**src/rtl/shared_resource_arb_n.sv**
```systemverilog
// shared_resource_arb_n: N-channel front end that shares one combinational
// datapath unit. Each channel has a small input FIFO with empty-bypass, a
// registered output stage and a flush/stall handshake. One channel per cycle is
// granted to the shared unit.
// Build option: define SHARED_RES_FIXED_PRIO_EN to replace the round-robin
// arbiter with fixed priority (lowest channel index wins, no rr pointer).
module shared_resource_arb_n #(
    parameter int NUM_CH    = 4,
    parameter int DATA_W    = 32,
    parameter int BUF_DEPTH = 2
) (
    input  logic                       clk,
    input  logic                       reset,
    input  logic [NUM_CH-1:0]          in_valid,
    input  logic [NUM_CH*DATA_W-1:0]   in_data,
    output logic [NUM_CH-1:0]          out_stall,
    input  logic [NUM_CH-1:0]          in_stall,
    input  logic [NUM_CH-1:0]          in_flush,
    output logic [NUM_CH-1:0]          out_valid,
    output logic [NUM_CH*DATA_W-1:0]   out_data,
    output logic [NUM_CH-1:0]          out_flush,
    output logic [DATA_W-1:0]          res_req_data,
    output logic [$clog2(NUM_CH)-1:0]  res_req_ch,
    output logic                       res_req_vld,
    input  logic [DATA_W-1:0]          res_rsp_data
);

    localparam int CH_W  = $clog2(NUM_CH);
    localparam int IDX_W = CH_W + 1;
    localparam int PTR_W = (BUF_DEPTH > 1) ? $clog2(BUF_DEPTH) : 1;
    localparam int CNT_W = $clog2(BUF_DEPTH + 1);

    // FIFO pointers wrap at BUF_DEPTH, which need not be a power of two
    function automatic logic [PTR_W-1:0] ptr_inc(input logic [PTR_W-1:0] p);
        return (p == PTR_W'(BUF_DEPTH - 1)) ? '0 : p + PTR_W'(1);
    endfunction

    logic [NUM_CH-1:0] full;
    logic [NUM_CH-1:0] empty;
    logic [NUM_CH-1:0] accept;
    logic [NUM_CH-1:0] has_req;
    logic [NUM_CH-1:0] ordy;
    logic [NUM_CH-1:0] elig;
    logic [NUM_CH-1:0] grant;
    logic [DATA_W-1:0] head_data [NUM_CH];
    logic              gnt_any;
    logic [CH_W-1:0]   gnt_idx;
    logic [NUM_CH-1:0] out_flush_q, out_flush_d;

    genvar gi;
    generate
        for (gi = 0; gi < NUM_CH; gi++) begin : g_ch
            logic [CNT_W-1:0]  count_q, count_d;
            logic [PTR_W-1:0]  rd_ptr_q, rd_ptr_d;
            logic [PTR_W-1:0]  wr_ptr_q, wr_ptr_d;
            logic [DATA_W-1:0] mem_q [BUF_DEPTH];
            logic              out_valid_q, out_valid_d;
            logic [DATA_W-1:0] out_data_q, out_data_d;
            logic              enq;
            logic              deq;

            assign full[gi]      = (count_q == CNT_W'(BUF_DEPTH));
            assign empty[gi]     = (count_q == '0);
            assign accept[gi]    = in_valid[gi] & ~full[gi] & ~in_flush[gi];
            // Empty FIFO: the live input is the operand (bypass)
            assign head_data[gi] = empty[gi] ? in_data[gi*DATA_W +: DATA_W] : mem_q[rd_ptr_q];
            assign has_req[gi]   = ~empty[gi] | accept[gi];
            assign ordy[gi]      = ~out_valid_q | ~in_stall[gi];
            assign elig[gi]      = has_req[gi] & ordy[gi] & ~in_flush[gi];
            // A beat granted straight from the input never enters the FIFO
            assign enq           = accept[gi] & ~(empty[gi] & grant[gi]);
            assign deq           = ~empty[gi] & grant[gi];

            // Next state of the channel FIFO and its output stage
            always_comb begin
                count_d     = count_q;
                rd_ptr_d    = rd_ptr_q;
                wr_ptr_d    = wr_ptr_q;
                out_valid_d = out_valid_q;
                out_data_d  = out_data_q;
                if (in_flush[gi]) begin
                    count_d     = '0;
                    rd_ptr_d    = '0;
                    wr_ptr_d    = '0;
                    out_valid_d = 1'b0;
                end else begin
                    if (enq) wr_ptr_d = ptr_inc(wr_ptr_q);
                    if (deq) rd_ptr_d = ptr_inc(rd_ptr_q);
                    if (enq && !deq)
                        count_d = count_q + CNT_W'(1);
                    else if (deq && !enq)
                        count_d = count_q - CNT_W'(1);
                    if (grant[gi]) begin
                        out_valid_d = 1'b1;
                        out_data_d  = res_rsp_data;
                    end else if (!in_stall[gi]) begin
                        out_valid_d = 1'b0;
                    end
                end
            end

            // Channel control state, cleared immediately by reset
            always_ff @(posedge clk or posedge reset) begin
                if (reset) begin
                    count_q     <= '0;
                    rd_ptr_q    <= '0;
                    wr_ptr_q    <= '0;
                    out_valid_q <= 1'b0;
                    out_data_q  <= '0;
                end else begin
                    count_q     <= count_d;
                    rd_ptr_q    <= rd_ptr_d;
                    wr_ptr_q    <= wr_ptr_d;
                    out_valid_q <= out_valid_d;
                    out_data_q  <= out_data_d;
                end
            end

            // FIFO storage; contents are don't-care while count is zero
            always_ff @(posedge clk) begin
                if (enq) mem_q[wr_ptr_q] <= in_data[gi*DATA_W +: DATA_W];
            end

            assign out_valid[gi]                = out_valid_q;
            assign out_data[gi*DATA_W +: DATA_W] = out_data_q;
        end
    endgenerate

    assign out_stall = full;

`ifdef SHARED_RES_FIXED_PRIO_EN
    // Fixed priority: lowest eligible index wins
    always_comb begin
        gnt_any = 1'b0;
        gnt_idx = '0;
        for (int k = NUM_CH - 1; k >= 0; k--) begin
            if (elig[k]) begin
                gnt_any = 1'b1;
                gnt_idx = CH_W'(k);
            end
        end
    end
`else
    logic [CH_W-1:0] rr_ptr_q, rr_ptr_d;

    // Round-robin: first eligible channel at or above rr_ptr, wrapping around
    always_comb begin
        logic [IDX_W-1:0] idx_w;
        gnt_any = 1'b0;
        gnt_idx = '0;
        idx_w   = '0;
        for (int k = 0; k < NUM_CH; k++) begin
            idx_w = {1'b0, rr_ptr_q} + IDX_W'(k);
            if (idx_w >= IDX_W'(NUM_CH)) idx_w = idx_w - IDX_W'(NUM_CH);
            if (!gnt_any && elig[idx_w[CH_W-1:0]]) begin
                gnt_any = 1'b1;
                gnt_idx = idx_w[CH_W-1:0];
            end
        end
    end

    // Pointer moves just past the granted channel; holds when idle
    always_comb begin
        rr_ptr_d = rr_ptr_q;
        if (gnt_any)
            rr_ptr_d = (gnt_idx == CH_W'(NUM_CH - 1)) ? '0 : gnt_idx + CH_W'(1);
    end

    // Round-robin pointer register
    always_ff @(posedge clk or posedge reset) begin
        if (reset) rr_ptr_q <= '0;
        else       rr_ptr_q <= rr_ptr_d;
    end
`endif

    // One-hot grant decode
    always_comb begin
        grant = '0;
        if (gnt_any) grant[gnt_idx] = 1'b1;
    end

    // Flush echo is a plain registered copy of in_flush
    always_comb begin
        out_flush_d = in_flush;
    end

    // Flush echo register
    always_ff @(posedge clk or posedge reset) begin
        if (reset) out_flush_q <= '0;
        else       out_flush_q <= out_flush_d;
    end

    assign out_flush    = out_flush_q;
    assign res_req_vld  = gnt_any;
    assign res_req_ch   = gnt_any ? gnt_idx : '0;
    assign res_req_data = gnt_any ? head_data[gnt_idx] : '0;

endmodule

```
**config.mk**
```make
export PLATFORM = sky130hd
export DESIGN_NAME = shared_resource_arb_n
export DESIGN_NICKNAME = d
export VERILOG_FILES = /design/src/rtl/shared_resource_arb_n.sv
export SDC_FILE = /design/constraint.sdc
export NUM_CORES = 1
export LEC_CHECK = 0
export CAP_MARGIN = 10
export CORE_MARGIN = 2
export CORE_UTILIZATION = 40
export CTS_CLUSTER_DIAMETER = 50
export DETAILED_ROUTE_END_ITERATION = 7
export GPL_ROUTABILITY_DRIVEN = 0
export PLACE_DENSITY = 0.62
export REMOVE_ABC_BUFFERS = 1
export SLEW_MARGIN = 20
export SYNTH_ARGS = -nofsm -noshare
export SYNTH_HDL_FRONTEND = slang
export SYNTH_SLANG_ARGS = --single-unit
```
**constraint.sdc**
```tcl
create_clock -name clk -period 8.5 [get_ports clk]
set_input_delay 2.55 -clock clk [delete_from_list [all_inputs] [get_ports clk]]
set_output_delay 2.55 -clock clk [all_outputs]
set_load 0.005 [all_outputs]
```
; Word-level counts from Yosys, hierarchy flattened
; Memories as Yosys holds them, arrays and structs flattened.
; Index checks and enable logic that the tools add are counted.
[word_totals]
regBits = 154
ramBits = 256
output_inout_bits = 175
elab_cells = 263
memories = 4
[op_classes]
add_sub_neg = 24
order_cmp = 11
n_eq_ne = 9
mux = 89
bitwise_logic = 61
n_reduce_logical = 43
[memory_table]
columns = name, words, word_bits, read_ports, rd_ports_with_merged_regs, write_ports, line
row1 = g_ch[0].mem_q, 2, 32, 1, 0, 1, 56  ; logic [DATA_W-1:0] mem_q [BUF_DEPTH];
row2 = g_ch[1].mem_q, 2, 32, 1, 0, 1, 56
row3 = g_ch[2].mem_q, 2, 32, 1, 0, 1, 56
row4 = g_ch[3].mem_q, 2, 32, 1, 0, 1, 56
[op_table]
columns = operator, n
row1 = $mux W32, 7
row2 = $bmux W32 S2, 1
row3 = $mux W1, 53
row4 = $mux W2, 22
row5 = $and A1 B1 Y1, 28
row6 = $not A1 Y1, 24
row7 = $reduce_bool A2 Y1, 8
row8 = $sub A2 B1 Y2 const B, 8
row9 = $lt A2 B3 Y1 const B, 5
row10 = $ge A3 B3 Y1 const B, 4
row11 = $logic_and A1 B1 Y1, 12
row12 = $ne A3 B1 Y1 const B, 4
row13 = $reduce_bool A3 Y1, 4
row14 = $logic_not A1 Y1, 11
row15 = $add A2 B1 Y2 const B, 5
row16 = $eq A2 B2 Y1 const B, 5
row17 = $add A1 B1 Y1 const B, 8
row18 = $bmux W1 S2, 4
row19 = $logic_not A2 Y1, 4
row20 = $or A1 B1 Y1, 8
row21 = $reduce_and A2 Y1, 4
row22 = $add A2 B2 Y3 const B, 2
row23 = $mux W4, 1
row24 = $add A2 B1 Y3 const B, 1
row25 = other kinds (4), 4

; Longest topological paths before layout
[logic_depth]
ltp_word = 32
depth_mapped = 13
ltp_nobuf = 10

; Worst setup path before layout
; No wires, ideal clock.
[synth_path]
path_kind = in2reg
startpoint = in in_flush[0]
endpoint = mem g_ch[1].mem_q[1][0] (enable)
setup_time_ns = 0.513
arrival_ns = 7.796
required_ns = 7.987
path_slack_ns = 0.191
stages = 11
path_cell_list = buf_2 a21o_1 or4_1 o311a_1 buf_2 buf_1 and2_1 ha_1 inv_1 a211oi_1 nor4b_1
[synth_via]
elab_chain_len = 27
word_cells_on_any_way = 38
cone_classes = 2 x order compare / 21 x mux / 8 x bitwise / 7 x reduce/logical
[synth_lines]
columns = item, line
row1 = from (decl), 18  ; input logic [NUM_CH-1:0] in_flush,
row2 = $not A1 Y1 (no line) *, --
row3 = $and A1 B1 Y1, 64  ; assign accept[gi] = in_valid[gi] & ~full[gi] & ~in_flush[gi];
row4 = $or A1 B1 Y1, 67  ; assign has_req[gi] = ~empty[gi] | accept[gi];
row5 = $and A1 B1 Y1, 69  ; assign elig[gi] = has_req[gi] & ordy[gi] & ~in_flush[gi];
row6 = $and A1 B1 Y1 *, 69
row7 = $bmux W1 S2, 155  ; if (!gnt_any && elig[idx_w[CH_W-1:0]]) begin
row8 = $mux W1 (not written as such), 155
row9 = $mux W1, 155
row10 = [... 11 more ...], --
row11 = $mux W1 (not written as such), 179  ; if (gnt_any) grant[gnt_idx] = 1'b1;
row12 = $demux W1 S2, 179
row13 = $mux W4 *, 179
row14 = $and A1 B1 Y1 *, 71  ; assign enq = accept[gi] & ~(empty[gi] & grant[gi]);
row15 = $not A1 Y1 *, 71
row16 = $and A1 B1 Y1 *, 71
row17 = $mux W1 *, 121  ; if (enq) mem_q[wr_ptr_q] <= in_data[gi*DATA_W +: DATA_W];
row18 = $mux W1 (not written as such) *, 121
row19 = to (decl), 56
; Mark *: on every way between the ends. The rest lies on a longest branch, timed or not. The select of a mux whose other input is x is not followed.

; Worst setup path after layout
[layout_path]
startpoint = in in_valid[0]
endpoint = out res_req_data[26]
[layout_via]
elab_chain_len = 22
word_cells_on_any_way = 32
cone_classes = 20 x mux / 6 x bitwise / 6 x reduce/logical
[layout_lines]
columns = item, line
row1 = from (decl), 14  ; input logic [NUM_CH-1:0] in_valid,
row2 = $and A1 B1 Y1 * (2 in a row), 64
row3 = $or A1 B1 Y1 *, 67
row4 = $and A1 B1 Y1 * (2 in a row), 69
row5 = $bmux W1 S2, 155
row6 = $mux W1 (not written as such), 155
row7 = $mux W1, 155
row8 = $logic_not A1 Y1, 155
row9 = $logic_and A1 B1 Y1, 155
row10 = [... 3 more ...], --
row11 = $mux W1, 155
row12 = $logic_not A1 Y1, 155
row13 = $logic_and A1 B1 Y1, 155
row14 = $mux W2, 155
row15 = $not A2 Y3 (not written as such), 196  ; assign res_req_data = gnt_any ? head_data[gnt_idx] : '0;
row16 = $bmux W32 S2, 196
row17 = $mux W32 (not written as such) (2 in a row), 196
row18 = $mux W32 *, 196
row19 = to (decl), 22  ; output logic [DATA_W-1:0] res_req_data,
; Marks and branches as above.

==> results.py <==
metrics = {
    "final_layout": {
        "final_cells": 2316,
        "finish.utilization": 0.530,
        "area_delta_synth_final_pct": 31.7,
        "multiInputGateArea_sq_mm": 0.00669,
        "mostFrequentLayoutCells": "clkdlybuf4s50_1 (348), edfxtp_1 (256), dfrtp_1 (151)",
        "layout_commonest_cell": "clkdlybuf4s50_1",
        "nets": 1845,
        "seqCellArea_sq_mm": 0.0115,
        "fill_cells": 3965,
        "drive_above_1_share": 0.177,
        "fin_area_sq_mm": 0.0246,
    },
    "pwr": {
        "switchingPower_mw": 2.62,
        "internal-power_mw": 5.47,
        "pwr-share-comb": 0.389,
        "powerDensity_mw_per_mm2": 329,
        "total_leakage_power_nw": 8.67,
        "p_seq_frac": 0.349,
        "pwr-share-clk": 0.263,
        "ir_drop_uv": 226,
        "p_sw_frac": 0.324,
    },
    "global_route": {
        "grt_pass1_wl_mm": 82.9,
        "grt_usage": 0.228,
        "grt_start_max_net_pins": 79,
        "antenna_found_initial": 10,
        "grt_pass1_vias": 13340,
        "grt_overflow": 0,
    },
    "timing": {
        "hold_violations": 0,
        "fin_crit_ps": 8360,
        "finClkSkew_ps": 20.4,
        "maxSlewViolCount": 0,
        "final.setup.tns_ps": 0,
        "setup_ws_ps": 137,
        "setup_viol": 0,
        "rsz0062_at_grt": "false",
        "tightest_slew_ps": 1130,
        "period_share": 0.984,
        "fmax_ghz": 0.120,
        "slew_headroom": 0.248,
    },
    "cts": {
        "cts_root_buf": "clkbuf_16",
        "numCtsBuffers": 51,
        "clk_path_buf_depth": 3,
        "cts_sinks": 410,
        "clk_pin_slew_ps": 60,
        "clk_latency_ps": 590,
        "cts.htree.levels": 2,
        "cts_tree": "yes",
    },
    "floorplanning": {
        "start_util": 0.403,
        "design.core.area_sq_mm": 0.0464,
        "num_rows": 79,
        "die-area_sq_mm": 0.0484,
        "fp.dieW_microns": 220,
        "die_h_microns": 220,
        "boundaryPins": 349,
    },
    "placed_design": {
        "portBuffers": 348,
        "dp_cells": 2220,
        "placed_area_sq_mm": 0.0229,
        "hpwl_mm": 37.2,
        "dp_slack_ps": 86.8,
    },
    "routing": {
        "vias": 12785,
        "ant_nets": 0,
        "drt-pass1-iter-count": 5,
        "drt_iter0_markers": 848,
        "drt-wirelength-per-cell_microns": 23.8,
        "wl_mm": 55.0,
        "drt_drc_violations_left": 0,
        "via_per_inst": 5.52,
    },
    "synthesis": {
        "async_flop_share": 0.376,
        "synthFlopType": "edfxtp_1",
        "avgSynthCellArea_sq_um": 14.0,
        "syn_inst": 1330,
        "yosysWarnings": 0,
        "yosysSeqAreaShare": 0.618,
        "ys_ff_latch": 410,
        "ys_types": 52,
        "synth_edf_count": 256,
        "netlist_area_sq_mm": 0.0187,
    },
    "hold_path": {
        "hold_path_class": "flop to flop",
    },
    "job": {
        "cap_violations": 0,
    },
    "setup_path": {
        "critPathLaunchType": "primary input",
        "arrival_ps": 5810,
        "end_kind": "output pin",
        "critPathKind": "primary input to output pin",
        "critPathMaxFanout": 23,
        "crit_required_ps": 5950,
    },
    "outcome": {
        "status": "finished clean",
    },
}
## metrics by stage
step / hold slack (ps) / power [mW]
after floorplan: 483 / 4.27
after global placement: 467 / 5.99
after detailed placement: 474 / 6.01
after CTS: 487 / 8.18
after global routing: 507 / 8.51
final: 482 / 8.09
## registers in the layout (all words and copies together) (netlist names)
name / flops
g_ch.wr_ptr_q: 4
g_ch.rd_ptr_q: 4
out_flush: 4
rr_ptr_q: 2
g_ch.count_q: 8
g_ch.out_data_q: 128
g_ch.out_valid_q: 4
g_ch.mem_q: 256
## final cells by class
| class | instances | area share |
|---|---|---|
| inverter | 12 | 0.00204 |
| tap | 607 | 0.0309 |
| sequential | 410 | 0.470 |
| multi-input combinational | 798 | 0.272 |
| clock buffer | 70 | 0.0569 |
| clock inverter | 24 | 0.0103 |
| timing repair buffer | 394 | 0.158 |
| antenna | 1 | 0.000102 |
## worst max-delay path: stages
cell and delay, ps:
clkdlybuf4s50_1 530, nor3_2 470, o32a_1 430, buf_4 330
nor3_1 80, a211oi_1 670, o221ai_1 250, clkdlybuf4s50_1 490
## synth_stat cells (4+ instances only)
cell type  number  area, sq um
a211oi_1       71          533
a21o_1         10         75.1
a21oi_1        80          400
buf_1           6         22.5
buf_2          36          180
buf_4          11         82.6
clkbuf_1       57          214
dfrtp_1       154         3850
edfxtp_1      256         7690
ha_1            4         50.1
inv_1          10         37.5
mux2_1         50          563
mux2_2        142         1600
mux2i_1       128         1280
nand2_1        45          169
nand2b_1        8         50.1
nor2_1         46          173
nor2_2          5         31.3
nor3_1         33          165
nor4_1          4         25.0
nor4b_1         4         35.0
o2111ai_1      64          561
o211ai_1        5         37.5
o21ai_0        12         60.1
o21ai_4         4         65.1
o221ai_1       32          280
or3_1           8         50.1
xnor2_1         5         43.8
## power by group through the flow
stage / registers [mW] / logic [mW] / clock network [mW]
global placement: 2.83 / 3.15 / 0
finish: 2.82 / 3.14 / 2.13
detailed placement: 2.85 / 3.16 / 0
CTS: 2.82 / 3.18 / 2.18
global route: 2.88 / 3.38 / 2.26
floorplan: 2.88 / 1.39 / 0
## cell families after synthesis
family          Yosys count  synth area share
compound gates          290             0.116
xor+xnor                  8           0.00375
fa+ha+maj                 4           0.00268
buf+inv                 122            0.0292
flops                   410             0.618
mux                     320             0.184
simple gates            176            0.0462
## path summary, 6_finish.rpt
check                                                        start                                 end  slack (ps)  cells past startpoint
worst max-delay path                                   in_valid[0]                    res_req_data[26]         140                      8
worst min-delay path            g_ch[3].out_data_q[20]$_DFFE_PP0P_  g_ch[3].out_data_q[20]$_DFFE_PP0P_         480                      1
worst max register to register             rr_ptr_q[1]$_DFFE_PP0P_   g_ch[0].out_data_q[3]$_DFFE_PP0P_        3880                     11
max in group asynchronous                                    reset  g_ch[1].out_data_q[16]$_DFFE_PP0P_        4530                      3
min in group asynchronous                                    reset  g_ch[0].out_data_q[14]$_DFFE_PP0P_        2460                      2
worst min register to register  g_ch[3].out_data_q[20]$_DFFE_PP0P_  g_ch[3].out_data_q[20]$_DFFE_PP0P_         480                      1
## what timing repair did
item	in CTS	in global routing
endpoints found under the setup margin	0	1
setup buffers	0	0
hold endpoints to repair	0	0
hold buffers	0	0
resized for setup	0	1
## per-layer routing
metal  up-vias  GRT usage  wire (microns)
li1       5887          -               -
met1      6321      0.277           21600
met2       464      0.378           26700
met3        95     0.0781            5010
met4        18     0.0752            1610
met5         -          0             119
Power figures use the tool's default switching activity.
